### src/rtl/fetch_seq.sv
// Fetch/sequencing unit for the 9-bit-ISA core: program counter, writable branch table,
// absolute/relative jumps, stall/halt, and a 4-phase req/done run handshake with the host.
module fetch_seq #(
    parameter int             D          = 10,
    parameter int             B          = 5,
    parameter int             OFF_W      = 5,
    parameter int             CNT_W      = 16,
    parameter logic [D-1:0]   START_ADDR = '0
) (
    input  logic             i_clk,
    input  logic             i_reset,
    input  logic             i_req,
    input  logic             i_halt,
    input  logic             i_stall,
    input  logic             i_absjump_en,
    input  logic [B-1:0]     i_branch_tag,
    input  logic             i_reljump_en,
    input  logic [OFF_W-1:0] i_rel_off,
    input  logic             i_tbl_we,
    input  logic [B-1:0]     i_tbl_waddr,
    input  logic [D-1:0]     i_tbl_wdata,
    output logic [D-1:0]     o_prog_ctr,
    output logic             o_instr_valid,
    output logic             o_done,
    output logic [CNT_W-1:0] o_run_cycles
);

    typedef enum logic [1:0] {
        S_IDLE,
        S_RUN,
        S_DONE
    } state_t;

    state_t           r_state;
    logic [D-1:0]     r_pc;
    logic             r_done;
    logic [CNT_W-1:0] r_cnt;
    logic [D-1:0]     r_tbl [2**B];

    logic [D-1:0]     w_rel_ext;
    logic [D-1:0]     w_pc_inc;
    logic [D-1:0]     w_pc_rel;
    logic [D-1:0]     w_tbl_rd;
    logic [CNT_W-1:0] w_cnt_next;

    // Offset is sign-extended so negative offsets wrap the PC modulo 2**D.
    assign w_rel_ext  = {{(D-OFF_W){i_rel_off[OFF_W-1]}}, i_rel_off};
    assign w_pc_inc   = r_pc + {{(D-1){1'b0}}, 1'b1};
    assign w_pc_rel   = r_pc + w_rel_ext;
    assign w_tbl_rd   = r_tbl[i_branch_tag];
    assign w_cnt_next = (r_cnt == {CNT_W{1'b1}}) ? r_cnt : r_cnt + {{(CNT_W-1){1'b0}}, 1'b1};

    always_ff @(posedge i_clk) begin
        if (i_reset) begin
            r_state <= S_IDLE;
            r_pc    <= START_ADDR;
            r_done  <= 1'b0;
            r_cnt   <= '0;
            for (int i = 0; i < 2**B; i++) begin
                r_tbl[i] <= '0;
            end
        end else begin
            // Table read is combinational, so a same-cycle jump sees the pre-write entry.
            if (i_tbl_we) begin
                r_tbl[i_tbl_waddr] <= i_tbl_wdata;
            end
            case (r_state)
                S_IDLE: begin
                    if (i_req) begin
                        r_state <= S_RUN;
                        r_pc    <= START_ADDR;
                        r_cnt   <= '0;
                    end
                end
                S_RUN: begin
                    r_cnt <= w_cnt_next;
                    if (i_halt) begin
                        r_state <= S_DONE;
                        r_done  <= 1'b1;
                    end else if (i_stall) begin
                        r_pc <= r_pc;
                    end else if (i_absjump_en) begin
                        r_pc <= w_tbl_rd;
                    end else if (i_reljump_en) begin
                        r_pc <= w_pc_rel;
                    end else begin
                        r_pc <= w_pc_inc;
                    end
                end
                S_DONE: begin
                    // Acknowledge held until the host drops req, completing the 4-phase cycle.
                    if (!i_req) begin
                        r_state <= S_IDLE;
                        r_done  <= 1'b0;
                    end
                end
                default: begin
                    r_state <= S_IDLE;
                    r_done  <= 1'b0;
                end
            endcase
        end
    end

    assign o_prog_ctr    = r_pc;
    assign o_done        = r_done;
    assign o_run_cycles  = r_cnt;
    assign o_instr_valid = (r_state == S_RUN) && !i_stall;

endmodule

### config.mk
export PLATFORM = sky130hd
export DESIGN_NAME = fetch_seq
export DESIGN_NICKNAME = d
export VERILOG_FILES = /design/src/rtl/fetch_seq.sv
export SDC_FILE = /design/constraint.sdc
export NUM_CORES = 1
export LEC_CHECK = 0
export CORE_ASPECT_RATIO = 0.8
export CORE_MARGIN = 1
export CORE_UTILIZATION = 25
export DETAILED_ROUTE_END_ITERATION = 16
export PLACE_DENSITY = 0.4
export SYNTH_ARGS = -nofsm -noshare
export SYNTH_HDL_FRONTEND = slang
export SYNTH_SLANG_ARGS = --single-unit
### constraint.sdc
create_clock -name i_clk -period 2.4 [get_ports i_clk]
set_input_delay 0.48 -clock i_clk [delete_from_list [all_inputs] [get_ports i_clk]]
set_output_delay 0.48 -clock i_clk [all_outputs]
set_load 0.02 [all_outputs]
==> metrics.md <==
| Metric | Value |
|---|---|
| Avg Cell Area, Syn | 13.8 um2 |
| Port buffer count | 60 |
| Cell chain of the critical path | clkdlybuf4s50_1 |
| Final period utilization | 94.0% |
| Layout area overhead | 25.9% |
| GRT Total Usage | 15.2% |
| TritonCTS clock tree | done |
| Layout cells sized above 1 | 25.1% |
| Maximum VDD drop | 0.000487 V |
| DR vias/cell | 4.51 |
| Detailed placement HPWL | 34,500 um |
| CTS clock-pin slew for the worst setup and hold paths | 0.06 ns |
| Tmin final | 2.26 ns |
| Post-synth EDFFs | 320 |
| FF+latch count, synth | 349 |
| Largest net degree at the start of global routing | 33 |
| Final Hold Viols | 0 |
| Total grt overflow | 0 |
| Flop2flop setup slack | 0.25 ns |
| TNS Setup | 0 ns |
| Buf/Inv on CP | 1 |
| Worst Path Max Fanout | 9 |
| Bufs on Longest Clock Path | 3 |
| Drt total wl | 51,200 um |
| H-tree depth | 2 |
| HP Class | in2reg |
| Yosys top cell by area | edfxtp_1 |
| Most common cell after layout, fill and taps aside | and2_1 |
| # IOs | 61 |
| Synthesized area | 0.0167 mm2 |
| Layout fillers | 6,485 |
| Final standard cell utilization of the core | 31.9% |
| CTS Root Buffer Type | clkbuf_16 |
| Drt drc | 0 |
| Most frequent cells in the layout | and2_1, edfxtp_1, buf_4 |
| Die width | 291 um |
| Slew headroom | 50.4% |
| Family with the most delay on the worst path | buffers and inverters |
| First-pass GRT wire length | 74,500 um |
| NumNets Final | 1,425 |
| Die ar. | 0.0678 mm2 |
| Clk_skew | 0.0178 ns |
| CTS sink count | 349 |
| CP arrival | 1.78 ns |
| Core Rows | 84 |
| Die Span Y | 233 um |
| Critical Path End Type | output pin |
| Crit-path slowest cell | clkdlybuf4s50_1 |
| Later-pin clock latency in the skew report | 0.56 ns |
| Max Freq | 443 MHz |
| DRT iter0 DRCs | 709 |
| DRT Pass-1 Iters | 5 |
| Total CTS buffers | 40 |
| Routed len/inst | 22.5 um |
| Cells after synthesis | 1,209 |
| LEAKAGE | 7.53 nW |
| Share of the yosys chip area belonging to registers | 61.1% |
| Vias in the first global route | 10.5k |
| Via count | 10.3k |
| Synth top area share | 57.6% |
| Yosys warning count | 0 |
| Max-cap violation count | 0 |
| Synth area leaders | edfxtp_1, and2_1, mux4_2 |
| WP data required | 1.92 ns |
| Syn Nets | 1,250 |
| Post-synth top flop | edfxtp_1 |
| Slowest stage delay, CP | 0.68 ns |
| Synth cell types | 57 |
| Slew at the pin with the worst max-slew slack | 0.741 ns |
| Endpoints failing setup | 0 |
| Setup Buffers After CTS | 0 |
| Outcome | finished clean |
| Pwr Total | 14.7 mW |
| Core ar. | 0.0658 mm2 |
| Slew Viols, Final | 0 |
| GPL Wtd Cong | 0.775 |
| Antenna violations before repair | 2 |
| Startpoint class of the critical path | flip-flop |
| Setup CP Type | reg2out |
| Power Dens Cells | 703 mW/mm2 |
| Starting Density | 25.3% |
| Hold Buf Count CTS | 0 |
| Final ANT Viol Nets | 0 |
| Post-synth ARST share | 0% |
[layer usage]
| metal | routed length (um) | part of all wire [%] | up-vias | GRT usage [%] |
|---|---|---|---|---|
| met2 | 22300 | 44 | 210 | 23.0 |
| met1 | 25900 | 51 | 5235 | 22.8 |
| met3 | 2330 | 4.6 | 47 | 2.58 |
| met5 | 0 | 0 | - | 0 |
| li1 | - | - | 4772 | - |
| met4 | 646 | 1.3 | 0 | 2.99 |
[cells by family after synthesis]
kind of cell / Yosys count / share of synthesized area [%]
AO/OA/AOI/OAI: 85 / 3.34
flip-flops: 349 / 61.1
XOR/XNOR: 18 / 0.945
adder cells (fa/ha/maj): 8 / 0.645
multiplexers: 111 / 12.8
buffers and inverters: 104 / 2.71
AND/OR/NAND/NOR: 534 / 18.5
[per-stage QoR]
stage | cells | worst slack, ns | cell area, um2 | hold WS (ns)
CTS | 2275 | 0.0786 | 21000 | 0.349
finish | 2277 | 0.144 | 21000 | 0.391
global placement | 2202 | -0.490 | 19600 | 0.449
detailed placement | 2202 | -0.500 | 19600 | 0.465
floorplan | 1209 | 0.0572 | 16700 | 0.533
global route | 2275 | -0.00562 | 21000 | 0.379
[area by class of cell]
class	instances	area, um2	area share [%]
Sequential cell	349	10200	48.5
Timing Repair Buffer	232	2310	11.0
Multi-Input combinational cell	756	6070	28.9
Clock inverter	22	220	1.05
Tap cell	860	1080	5.13
Clock buffer	51	1090	5.21
Antenna cell	2	5.00	0.0238
Inverter	5	18.8	0.0894
[state kept, by name, summed over array words and instances (netlist names)]
name          count
r_state           2
o_prog_ctr       10
o_run_cycles     16
o_done            1
r_tbl           320
[Yosys cell counts (all sizes together) (8+ instances only)]
cell	instances
dfxtp	29
a22oi	10
nor2b	9
buf	21
or2	34
mux2i	27
nand2	31
xor2	8
and2	324
o21ai	21
nand3	19
xnor2	10
edfxtp	320
nor2	72
clkbuf	78
a21oi	16
mux4	79
[worst reg2reg max path, cell delays in order, from the launching register on]
cell      delay, ns
edfxtp_1       0.36
mux4_1         0.66
mux4_2         0.51
nand2_1        0.14
o21ai_1        0.12
o221ai_1       0.17
a21oi_1        0.08
[report_power, final]
part | internal (mW) | switching (mW) | leakage (nW)
clock | 3.67 | 2.62 | 0.645
sequential | 6.93 | 0.0945 | 3.28
combinational | 0.655 | 0.788 | 3.60
total | 11.2 | 3.50 | 7.53
[worst paths after layout]
check                 from               to  depth (start not counted)
max          o_prog_ctr[4]    o_prog_ctr[4]                          1
min                i_reset  o_run_cycles[1]                          3
max reg2reg   r_tbl[25][4]    o_prog_ctr[4]                          6
min reg2reg  o_prog_ctr[0]    o_prog_ctr[0]                          2
[what timing repair did]
action / in CTS / in global routing
endpoints found under the hold margin: 0 / 0
pin swaps: 0 / 2
resized for setup: 1 / 5
setup endpoints to repair: 1 / 4
Power figures use the tool's default switching activity.
